**config.mk**
```make
export PLATFORM = sky130hd
export DESIGN_NAME = sbox_share_arb
export DESIGN_NICKNAME = d
export VERILOG_FILES = /design/src/rtl/aes_pkg.sv /design/src/rtl/sbox_tag_pipe.sv /design/src/rtl/sbox_share_arb.sv
export SDC_FILE = /design/constraint.sdc
export NUM_CORES = 1
export LEC_CHECK = 0
export BUFFER_PORTS_ARGS = -buffer_cell sky130_fd_sc_hd__buf_2
export CORE_AREA = 2 2 226 228
export DETAILED_ROUTE_END_ITERATION = 10
export DIE_AREA = 0 0 228 230
export PLACE_DENSITY = 0.3
export SLEW_MARGIN = 0
export SYNTH_ARGS = -nofsm -noshare
export SYNTH_HDL_FRONTEND = slang
export SYNTH_SLANG_ARGS = --single-unit
```
**constraint.sdc**
```tcl
create_clock -name clk -period 1.96 [get_ports clk]
set_input_delay 0.196 -clock clk [delete_from_list [all_inputs] [get_ports clk]]
set_output_delay 0.196 -clock clk [all_outputs]
set_load 0.02 [all_outputs]
```
**src/rtl/aes_pkg.sv**
```systemverilog
// Shared constants for the AES S-box sharing logic: default latency,
// result-owner encoding and a 128-bit zero constant.
package aes_pkg;
    localparam int           SBOX_LAT_DEF = 2;
    localparam logic         OWN_ST       = 1'b0;
    localparam logic         OWN_KS       = 1'b1;
    localparam logic [127:0] ZERO_128     = '0;
endpackage

```
**src/rtl/sbox_tag_pipe.sv**
```systemverilog
// Valid/owner shift register that follows each SUB_BYTES issue to its result,
// so the result can be steered back to whoever issued it.
module sbox_tag_pipe #(
    parameter int DEPTH = 2
) (
    input  logic clk,
    input  logic rst_n,
    input  logic flush,
    input  logic in_valid,
    input  logic in_owner,
    output logic out_valid,
    output logic out_owner,
    output logic any_valid
);
    logic [DEPTH-1:0] vld;
    logic [DEPTH-1:0] own;

    always_ff @(posedge clk or negedge rst_n) begin
        if (!rst_n) begin
            vld <= '0;
            own <= '0;
        end else begin
            vld[0] <= in_valid & ~flush;
            own[0] <= in_owner;
            for (int i = 1; i < DEPTH; i++) begin
                vld[i] <= vld[i-1] & ~flush;
                own[i] <= own[i-1];
            end
        end
    end

    assign out_valid = vld[DEPTH-1];
    assign out_owner = own[DEPTH-1];
    assign any_valid = |vld;
endmodule

```
**src/rtl/sbox_share_arb.sv**
```systemverilog
// Arbitrates one shared SUB_BYTES datapath between the round-state path and
// the key-schedule SubWord path, and routes each result back to its owner.
module sbox_share_arb
    import aes_pkg::*;
#(
    parameter int SBOX_LAT = SBOX_LAT_DEF,
    parameter bit RR_EN    = 1'b1
) (
    input  logic         clk,
    input  logic         rst_n,
    input  logic         flush,
    input  logic         st_req_valid,
    output logic         st_req_ready,
    input  logic [127:0] st_req_data,
    output logic         st_rsp_valid,
    output logic [127:0] st_rsp_data,
    input  logic         ks_req_valid,
    output logic         ks_req_ready,
    input  logic [31:0]  ks_req_word,
    output logic         ks_rsp_valid,
    output logic [31:0]  ks_rsp_word,
    output logic [127:0] sb_inp_data,
    input  logic [127:0] sb_sub_data,
    output logic         busy
);
    logic ptr;
    logic st_pri;
    logic st_gnt;
    logic ks_gnt;
    logic last_vld;
    logic last_own;
    logic any_vld;

    // Grants are gated by rst_n so every output reads 0 while reset is held.
    always_comb begin
        st_pri = (RR_EN == 1'b0) || (ptr == OWN_ST);
        st_gnt = rst_n & ~flush & st_req_valid & (~ks_req_valid | st_pri);
        ks_gnt = rst_n & ~flush & ks_req_valid & ~(st_req_valid & st_pri);
    end

    always_ff @(posedge clk or negedge rst_n) begin
        if (!rst_n)      ptr <= OWN_ST;
        else if (st_gnt) ptr <= OWN_KS;
        else if (ks_gnt) ptr <= OWN_ST;
    end

    sbox_tag_pipe #(.DEPTH(SBOX_LAT)) u_tag_pipe (
        .clk       (clk),
        .rst_n     (rst_n),
        .flush     (flush),
        .in_valid  (st_gnt | ks_gnt),
        .in_owner  (ks_gnt ? OWN_KS : OWN_ST),
        .out_valid (last_vld),
        .out_owner (last_own),
        .any_valid (any_vld)
    );

    always_comb begin
        sb_inp_data = ZERO_128;
        if (st_gnt)      sb_inp_data = st_req_data;
        else if (ks_gnt) sb_inp_data = {96'h0, ks_req_word};
    end

    assign st_req_ready = st_gnt;
    assign ks_req_ready = ks_gnt;

    assign st_rsp_valid = last_vld & (last_own == OWN_ST);
    assign ks_rsp_valid = last_vld & (last_own == OWN_KS);
    assign st_rsp_data  = st_rsp_valid ? sb_sub_data : ZERO_128;
    assign ks_rsp_word  = ks_rsp_valid ? sb_sub_data[31:0] : 32'h0;

    assign busy = rst_n & (st_req_valid | ks_req_valid | any_vld);
endmodule
```
==> results of run 1 <==
[cells in the mapped netlist]
cell type / count
and2_1: 225
a22o_1: 32
and3_1: 32
buf_6: 12
clkbuf_2: 12
clkbuf_1: 6
dfrtp_1: 5
buf_2: 4
buf_8: 3
nand2b_1: 3
and3_4: 2
nor2_1: 2
buf_4: 1
nand2_1: 1
nor2b_1: 1
nor2b_2: 1
nor2b_4: 1
o21ai_0: 1
o41a_1: 1
[cell families (layout without fill, tap and decap cells)]
family / after synthesis / after routing
AOI/OAI and AO/OA: 34 / 34
and+or+nand+nor: 268 / 268
buffers and inverters: 38 / 600
DFF: 5 / 5
other: 0 / 5
[per-stage QoR]
stage	cells	setup slack [ns]	power, mW
4_1_cts	1579	0.0737	1.35
3_3_place_gp	1574	0.313	1.01
2_1_floorplan	345	0.556	0.534
6_report	1584	0.141	1.32
3_5_place_dp	1574	0.314	1.01
5_1_grt	1584	0.00106	1.41
[registers in the layout, indices dropped and copies added, names as in the netlist]
register / count
ptr: 1
u_tag_pipe.own: 2
u_tag_pipe.vld: 2
[final timing paths]
kind | depth (start not counted) | end | from | slack, ns
min in group asynchronous | 3 | u_tag_pipe.vld[1]$_DFF_PN0_ | rst_n | 0.42
max in group asynchronous | 3 | u_tag_pipe.own[1]$_DFF_PN0_ | rst_n | 1.42
worst max register to register | 4 | ptr$_DFFE_PN0P_ | ptr$_DFFE_PN0P_ | 0.85
worst min register to register | 0 | u_tag_pipe.own[1]$_DFF_PN0_ | u_tag_pipe.own[0]$_DFF_PN0_ | 0.34
worst min-delay path | 2 | u_tag_pipe.vld[1]$_DFF_PN0_ | flush | 0.21
worst max-delay path | 5 | st_rsp_data[75] | u_tag_pipe.vld[1]$_DFF_PN0_ | 0.14
[cell type report]
| cell class | instances | area share |
|---|---|---|
| timing repair buffer | 596 | 0.500 |
| sequential | 5 | 0.0205 |
| antenna | 5 | 0.00205 |
| multi-input combinational | 302 | 0.326 |
| clock buffer | 4 | 0.0129 |
| tap | 672 | 0.138 |
[worst reg2reg max path, cell delays in order, from the launching register on]
cell and delay (ns):
dfrtp_1 0.37, nand2_1 0.08, and3_4 0.29, buf_4 0.20
nand2b_1 0.11
[per-layer routing]
layer  track usage  up-vias
li1              -     2229
met1        0.0544     2013
met2         0.139      362
met3        0.0210       30
met4        0.0335        2
met5             0        -
[where the power goes]
part	leakage (nW)	total [mW]	switching, mW	internal [mW]
clock	0.0382	0.331	0.0616	0.269
combinational	3.81	0.877	0.466	0.411
sequential	0.0663	0.115	0.00449	0.111
total	3.92	1.32	0.532	0.791
[timing repair]
item                                   in CTS  in global routing
hold buffers                                1                  0
endpoints found under the hold margin       5                  0
resized for setup                           0                  0
==> summary.md, run 1 <==
| Metric | Value |
|---|---|
| Outcome | finished, final reports clean |
| Fin crit period | 1.82 ns |
| Setup crit start kind | flip-flop |
| Synth Area in Simple Gates | 0.703 |
| Commonest cells after routing, fill and taps aside | 585 x buf_2, 225 x and2_1, 32 x and3_1, 32 x a22o_1, 7 x buf_4 |
| First-pass GRT wire length | ~26 mm |
| Initial Utilization | 0.0482 |
| Power Dens Cells | 217 nW/um^2 |
| Worst path bufs/invs | 3 |
| Worst EP required | 1.76 ns |
| Layout cells sized above 1 | 0.664 |
| Setup Fix Bufs, Post-CTS | 0 |
| Routed wire length | ~20 mm |
| Top delay family on crit path | buffers and inverters |
| Critical path endpoint category | primary output |
| Hold/Removal Path Class | in -> reg |
| CTS tree | done |
| Commonest non-fill, non-tap cell in the layout | buf_2 |
| Distinct cells, synth | 19 |
| P_leak | slightly below 4 nW |
| I/O pins | 586 |
| I/O Buffers | 585 |
| Clock Sinks | 5 |
| Least-Margin Pin Slew | 0.473 ns |
| Die area | 52,400 um^2 |
| Nets | 1,201 |
| Synthesized area per cell | about 7.0 um^2 |
| Synth Area in Compound Gates | 0.124 |
| Total number of vias | 4,636 |
| Syn Inst Count | 345 |
| Die width | around 230 um |
| Pin count of the biggest net entering global routing | 84 |
| Post-synthesis cell area | ~2400 um^2 |
| Worst-path clk slew | approximately 0.03 ns |
| DRT Pass-1 Iters | 4 |
| Slew HR | 0.685 |
| Clock latency on the worst-skew pair | 0.22 ns |
| Synth Register Bits | 5 |
| Number of max-cap violations | 0 |
| Register area share after synthesis | 0.0521 |
| Yosys top cell by area | and2_1 |
| Post-DP HPWL | ~17 mm |
| Final setup viols | 0 |
| RSZ-0062 raised after global routing | false |
| CTS buffer count | 3 |
| Slew Viols, Final | 0 |
| Peak supply drop | between 0.00015 and 0.0002 V |
| Crit share post-route | 0.928 |
| Fmax | about 550 MHz |
| Final instance area | 6100 um^2 |
| Area contributors post-synth | and2_1 59%, a22o_1 12%, and3_1 8.3% |
| Post-Syn Nets | around 640 |
| Met1 Routed Length | 5.76 mm |
| Row count | 82 |
| Max layer used | met5 |
| Vias/cell | 2.93 |
| Crit-path cells | nor2b_4, buf_12, buf_12, and2_1, buf_2 |
| Clock Skew | 0.0000341 ns |
| Hold_ws | 0.208 ns |
| Clock root cell | clkbuf_16 |
| Gr usage total | 0.0665 |
| Final setup TNS | 0 ns |
| Slowest stage cell, crit path | dfrtp_1 |
| RD Place Congestion | between 0.8 and 0.9 |
| Vias in the first global route | around 4,600 |
| Main combinational cell family by area after synthesis | simple AND/OR/NAND/NOR gates |
| Maximum clock insertion buffer count | 2 |
| Largest fanout on the critical path | 83 |
| Number of fillers in the final layout | between 5,000 and 6,000 |
| Initial antenna violation count | 7 |
| Final hold vios | 0 |
| Post-synthesis mux area share | 0 |
| H-Tree Depth | 1 |
| Top cell type's share of synthesized area | 0.586 |
| Most used cell along the critical path | buf_12 |
| Multi-input logic area | 1990 um^2 |
| Synth Area in XOR/XNOR | 0 |
| Die Height | between 200 and 250 um |
| Final Util | 0.122 |
| Area grow syn2layout | 154% |
| Drt drc | 0 |
| Global route overflow | 0 |
| Post-route ant nets | 0 |
| Synth Area in Adders | 0 |
| Wirelength per Cell | between 10 and 15 um |
| Met3 wire len | 1.83 mm |
| Post-Place Cell Area | roughly 6000 um^2 |
| Met2 Routed Length | 11.1 mm |
| Yosys warning count | 0 |
| Critical Setup Path Class | reg -> out |
| 1st-iter DRT viols | 90 |
| Core region area | 49,900 um^2 |
| Reg area | approximately 130 um^2 |
| Max stage delay on crit path | 0.39 ns |
| Crit path DAT | 1.62 ns |
No activity file was read; power rests on OpenSTA's default activity.
==> inputs of run 2 (changes only) <==
--- a/config.mk
+++ b/config.mk
@@ -10,6 +10,7 @@
 export DETAILED_ROUTE_END_ITERATION = 10
 export DIE_AREA = 0 0 228 230
 export PLACE_DENSITY = 0.3
+export REMOVE_ABC_BUFFERS = 1
 export SLEW_MARGIN = 0
 export SYNTH_ARGS = -nofsm -noshare
 export SYNTH_HDL_FRONTEND = slang
==> run 2 against run 1 <==
Net effect:
- routed wire length rose by 65%
- hold slack barely moved
- flip-flop and latch count did not move
- final cell count rose by 0.19%
- non-clock buffer count rose by 1
- total power rose by 6.1%
- die area did not move
- core utilization barely moved
- sequential power barely moved
- via count rose by 7.0%
- worst setup slack got worse by 0.051 ns
- final area rose by 0.27%
- largest cell class unchanged
- largest power group unchanged
- highest routed layer unchanged
==> summary.md, run 2 (same netlist as run 1, synthesis figures left out) <==
| Metric | Value |
|---|---|
| Largest regs | u_tag_pipe.own: 2 flops, u_tag_pipe.vld: 2 flops, ptr: 1 flops (unchanged) |
| Worst-path clk slew | 0.03 ns (about the same) |
| Slew Viols, Final | 0 (unchanged) |
| Fmax | 535 MHz (was 550 MHz) |
| Clock Sinks | 5 (unchanged) |
| I/O Buffers | 585 (unchanged) |
| Wirelength per Cell | 20.3 um (was 12.3 um) |
| Crit-path cells | nand2_1, and3_4, buf_4, and2_1, buf_2 (was nor2b_4, buf_12, buf_12, and2_1, buf_2) |
| Crit share post-route | 0.954 (was 0.928) |
| Clock root cell | clkbuf_16 (unchanged) |
| Drt drc | 0 (unchanged) |
| Levels on crit path | 5 (unchanged) |
| Critical path endpoint category | primary output (unchanged) |
| Row count | 82 (unchanged) |
| Outcome | finished, final reports clean (unchanged) |
| Vias/cell | 3.13 (was 2.93) |
| Die width | 228 um (unchanged) |
| Peak supply drop | 0.000189 V (was 0.000168 V) |
| DRT Pass-1 Iters | 4 (unchanged) |
| Maximum clock insertion buffer count | 2 (unchanged) |
| Die area | 52,400 um^2 (unchanged) |
| Final setup TNS | 0 ns (unchanged) |
| Final hold vios | 0 (unchanged) |
| Post-DP HPWL | 29.0 mm (was 17.4 mm) |
| RD Place Congestion | 0.841 (was 0.836) |
| Vias in the first global route | 4,887 (was 4,555) |
| P_leak | 3.93 nW (was 3.92 nW) |
| Initial antenna violation count | 32 (was 7) |
| Critical Setup Path Class | reg -> out (unchanged) |
| Largest fanout on the critical path | 15 (was 83) |
| Core region area | 49,900 um^2 (unchanged) |
| Initial Utilization | 0.0482 (unchanged) |
| RSZ-0062 raised after global routing | true (was false) |
| Clock Skew | 0.00112 ns (was 0.0000341 ns) |
| Reg2reg setup slack | 0.85 ns (about the same) |
| Total number of vias | 4,960 (was 4,636) |
| Nets | 1,203 (was 1,201) |
| Least-Margin Pin Slew | 0.490 ns (was 0.473 ns) |
| Post-route ant nets | 0 (unchanged) |
| CTS buffer count | 3 (unchanged) |
| Worst path bufs/invs | 2 (was 3) |
| 1st-iter DRT viols | 156 (was 90) |
| Slowest stage cell, crit path | dfrtp_1 (unchanged) |
| Die Height | 230 um (unchanged) |
| Final setup margin | 0.0896 ns (was 0.141 ns) |
| CTS tree | done (unchanged) |
| Gr usage total | 0.114 (was 0.0665) |
| Worst EP required | 1.76 ns (about the same) |
| Critical Path Source | ptr$_DFFE_PN0P_ (was u_tag_pipe.vld[1]$_DFF_PN0_) |
| Worst r2r path cells | 2 (was 4) |
| First-pass GRT wire length | 41.3 mm (was 26.4 mm) |
| Clock latency on the worst-skew pair | 0.23 ns (was 0.22 ns) |
| Crit Reg-Reg Endpoint | u_tag_pipe.own[0]$_DFF_PN0_ (was ptr$_DFFE_PN0P_) |
| Power Dens Cells | 230 nW/um^2 (was 217 nW/um^2) |
| H-Tree Depth | 1 (unchanged) |
| Setup Fix Bufs, Post-CTS | 0 (unchanged) |
| Global route overflow | 0 (unchanged) |
| Max stage delay on crit path | 0.38 ns (was 0.39 ns) |
| Top delay family on crit path | simple AND/OR/NAND/NOR gates (was buffers and inverters) |
| I/O pins | 586 (unchanged) |
| Area grow syn2layout | 155% (was 154%) |
| Slew HR | 0.673 (was 0.685) |
| Post-Place Setup Slack | 0.171 ns (was 0.314 ns) |
| Routed wire length | 32.2 mm (was 19.6 mm) |
| Hold/Removal Path Class | in -> reg (unchanged) |
| Pin count of the biggest net entering global routing | 130 (was 84) |
| Number of max-cap violations | 0 (unchanged) |
| Final setup viols | 0 (unchanged) |
| Commonest non-fill, non-tap cell in the layout | buf_2 (unchanged) |
| Setup crit start kind | flip-flop (unchanged) |
| Commonest cells after routing, fill and taps aside | 584 x buf_2, 225 x and2_1, 32 x and3_1 (was 585 x buf_2, 225 x and2_1, 32 x and3_1, 32 x a22o_1, 7 x buf_4) |
| Reg-to-Reg Start | ptr$_DFFE_PN0P_ (unchanged) |
| Layout cells sized above 1 | 0.666 (was 0.664) |
| Crit path DAT | 1.67 ns (was 1.62 ns) |
| Crit path capture | sb_inp_data[67] (was st_rsp_data[75]) |
| Fin crit period | 1.87 ns (was 1.82 ns) |
==> run 2: cell count changes in the layout (fill, tap and decap cells not counted) <==
cell,before,now
diode_2,5,6
buf_2,585,584
buf_4,7,10
and3_2,0,1
buf_12,3,2
a22o_4,0,1
a22o_1,32,31
==> run 2: layout make-up <==
cell class                 instances  area (um^2)
timing repair buffer             597         3050
fill                            5944        43700
antenna                            6         15.0
sequential                         5          125
clock buffer                       4         78.8
multi-input combinational        303         2010
tap                              672          841
==> run 2: worst min path at each step <==
stage	startpoint	to	slack, ns	cells past startpoint
2_1_floorplan	rst_n	ptr$_DFFE_PN0P_	-0.1	0
3_3_place_gp	rst_n	u_tag_pipe.own[0]$_DFF_PN0_	0.24	2
3_5_place_dp	rst_n	u_tag_pipe.own[0]$_DFF_PN0_	0.22	2
4_1_cts	flush	u_tag_pipe.vld[1]$_DFF_PN0_	0.21	2
5_1_grt	flush	u_tag_pipe.vld[1]$_DFF_PN0_	0.22	2
6_report	flush	u_tag_pipe.vld[1]$_DFF_PN0_	0.21	2
==> run 2: per-stage QoR <==
step                      cells  total power, mW  hold slack [ns]  instance area [um^2]   util
after floorplan             307            0.490          -0.0996                  2110      -
after global placement     1575             1.09            0.235                  5990  0.120
after detailed placement   1575             1.08            0.224                  5990  0.120
after CTS                  1580             1.43            0.212                  6080  0.122
after global routing       1582             1.50            0.218                  6100  0.122
final                      1587             1.40            0.208                  6110  0.123
==> run 2: power by group <==
group | total, mW | switching (mW) | internal, mW
logic | 0.954 | 0.538 | 0.416
clock network | 0.335 | 0.0654 | 0.269
registers | 0.115 | 0.00460 | 0.111
==> run 2: routing by layer <==
| metal | part of all wire | vias to the layer above | global-route usage | wire length (um) |
|---|---|---|---|---|
| met2 | 0.53 | 411 | 0.226 | 17100 |
| met5 | 0.0027 | - | 0 | 86 |
| met1 | 0.35 | 2228 | 0.113 | 11300 |
| li1 | - | 2239 | - | - |
| met4 | 0.021 | 14 | 0.0165 | 683 |
| met3 | 0.096 | 68 | 0.0435 | 3100 |
==> run 2: what timing repair did <==
item / CTS / global route
endpoints found under the setup margin: 0 / 60
hold buffers: 1 / 0
gates resized for setup: 0 / 2
hold endpoints to repair: 5 / 0
==> inputs of run 3 (changes only) <==
--- a/config.mk
+++ b/config.mk
@@ -10,6 +10,7 @@
 export DETAILED_ROUTE_END_ITERATION = 10
 export DIE_AREA = 0 0 228 230
 export PLACE_DENSITY = 0.3
+export RECOVER_POWER = 100
 export REMOVE_ABC_BUFFERS = 1
 export SLEW_MARGIN = 0
 export SYNTH_ARGS = -nofsm -noshare
==> run 3 against run 2 <==
Net effect:
- global-route usage did not move
- die area did not move
- clock-buffer cell count unchanged
- core utilization about the same
- hold slack stayed put
- routed wire length about the same
- clock power about the same
- register-to-register slack about the same
- critical endpoint unchanged
- largest cell class unchanged
- largest power group unchanged
==> summary.md, run 3 (same netlist as run 1, synthesis figures left out) <==
| Metric | Value |
|---|---|
| Row count | 82 (unchanged) |
| H-Tree Depth | 1 (unchanged) |
| Fmax | 535 MHz (about the same) |
| Largest fanout on the critical path | 15 (unchanged) |
| CTS tree | done (unchanged) |
| Layout cells sized above 1 | 0.664 (was 0.666) |
| Core region area | 49,900 um^2 (unchanged) |
| I/O pins | 586 (unchanged) |
| Slew Viols, Final | 0 (unchanged) |
| Slew HR | 0.673 (about the same) |
| Setup Fix Bufs, Post-CTS | 0 (unchanged) |
| Initial Utilization | 0.0482 (unchanged) |
| Hold/Removal Path Class | in -> reg (unchanged) |
| Clock Sinks | 5 (unchanged) |
| Total number of vias | 4,962 (was 4,960) |
| Peak supply drop | 0.000189 V (about the same) |
| Cells after DPL | 1,575 (unchanged) |
| Vias in the first global route | 4,887 (unchanged) |
| Post-route ant nets | 0 (unchanged) |
| Final setup margin | 0.0910 ns (was 0.0896 ns) |
| Gr usage total | 0.114 (unchanged) |
| Setup crit start kind | flip-flop (unchanged) |
| Maximum clock insertion buffer count | 2 (unchanged) |
| Die Height | 230 um (unchanged) |
| Pin count of the biggest net entering global routing | 130 (unchanged) |
| Outcome | finished, final reports clean (unchanged) |
| Post-DP HPWL | 29.0 mm (unchanged) |
| Initial antenna violation count | 32 (unchanged) |
| Die width | 228 um (unchanged) |
| Power Dens Cells | 230 nW/um^2 (about the same) |
| Area grow syn2layout | 155% (about the same) |
| Final setup viols | 0 (unchanged) |
| Number of max-cap violations | 0 (unchanged) |
| Wirelength per Cell | 20.3 um (about the same) |
| Drt drc | 0 (unchanged) |
| Largest regs | u_tag_pipe.own: 2 flops, u_tag_pipe.vld: 2 flops, ptr: 1 flops (unchanged) |
| Total power | 1.40 mW (about the same) |
| Critical path endpoint category | primary output (unchanged) |
| DRT Pass-1 Iters | 4 (unchanged) |
| P_leak | 3.93 nW (about the same) |
| Critical Setup Path Class | reg -> out (unchanged) |
| I/O Buffers | 585 (unchanged) |
| Crit path DAT | 1.67 ns (about the same) |
| First-pass GRT wire length | 41.3 mm (unchanged) |
| Routed wire length | 32.2 mm (about the same) |
| Final non-filler cell total | 1,587 (unchanged) |
| Commonest non-fill, non-tap cell in the layout | buf_2 (unchanged) |
| Final setup TNS | 0 ns (unchanged) |
| Global route overflow | 0 (unchanged) |
| Worst-path clk slew | 0.03 ns (about the same) |
| Least-Margin Pin Slew | 0.490 ns (about the same) |
| Worst EP required | 1.76 ns (about the same) |
| RSZ-0062 raised after global routing | true (unchanged) |
| RD Place Congestion | 0.841 (unchanged) |
| Die area | 52,400 um^2 (unchanged) |
| CTS buffer count | 3 (unchanged) |
| Post-Place Setup Slack | 0.171 ns (unchanged) |
| Fin crit period | 1.87 ns (about the same) |
| Crit share post-route | 0.954 (about the same) |
| Commonest cells after routing, fill and taps aside | 583 x buf_2, 225 x and2_1, 32 x and3_1 (was 584 x buf_2, 225 x and2_1, 32 x and3_1) |
| Clock root cell | clkbuf_16 (unchanged) |
| 1st-iter DRT viols | 160 (was 156) |
| Final hold vios | 0 (unchanged) |
| Clock Skew | 0.00112 ns (unchanged) |
| Clock latency on the worst-skew pair | 0.23 ns (about the same) |
| Nets | 1,203 (unchanged) |
| Vias/cell | 3.13 (about the same) |
-- run 3: changes by cell type in the layout (fill, tap and decap cells not counted) --
cell and change:
clkbuf_1 +1, buf_2 -1
-- run 3: stage by stage --
stage	utilization	hold slack, ns	instance area (um^2)
floorplan	-	-0.0996	2110
global placement	0.120	0.235	5990
detailed placement	0.120	0.224	5990
CTS	0.122	0.212	6080
global route	0.122	0.218	6100
finish	0.123	0.208	6110
-- run 3: final timing paths --
kind,from,to,slack (ns),cells past startpoint
max in group asynchronous,rst_n,u_tag_pipe.own[0]$_DFF_PN0_,1.13,3
hold / removal,flush,u_tag_pipe.vld[1]$_DFF_PN0_,0.21,2
setup reg to reg,ptr$_DFFE_PN0P_,u_tag_pipe.own[0]$_DFF_PN0_,0.85,2
setup / recovery,ptr$_DFFE_PN0P_,sb_inp_data[67],0.09,5
min in group asynchronous,rst_n,u_tag_pipe.own[1]$_DFF_PN0_,0.72,3
hold reg to reg,u_tag_pipe.own[0]$_DFF_PN0_,u_tag_pipe.own[1]$_DFF_PN0_,0.34,0
-- run 3: timing repair --
| item | in CTS | in global routing |
|---|---|---|
| endpoints found under the setup margin | 0 | 60 |
| hold endpoints to repair | 5 | 0 |
| hold buffers | 1 | 0 |
| resized for setup | 0 | 2 |
-- run 3: worst max-delay path, cell delays in order, from the launching register on --
cell and delay, ns:
dfrtp_1 0.38, nand2_1 0.13, and3_4 0.36, buf_4 0.23
and2_1 0.16, buf_2 0.18
-- run 3: power by group --
part	internal (mW)	switching, mW
clock network	0.269	0.0654
registers	0.111	0.00460
logic	0.415	0.538
-- run 3: per-layer routing --
metal,part of all wire,global-route usage
met1,0.35,0.113
met2,0.53,0.226
met3,0.096,0.0435
met4,0.021,0.0165
met5,0.0027,0
-- run 3: area by class of cell --
class                           count  area (um^2)
Fill cell                        5944        43700
Tap cell                          672          841
Multi-Input combinational cell    303         2010
Sequential cell                     5          125
Timing Repair Buffer              597         3050
Antenna cell                        6         15.0
Clock buffer                        4         78.8
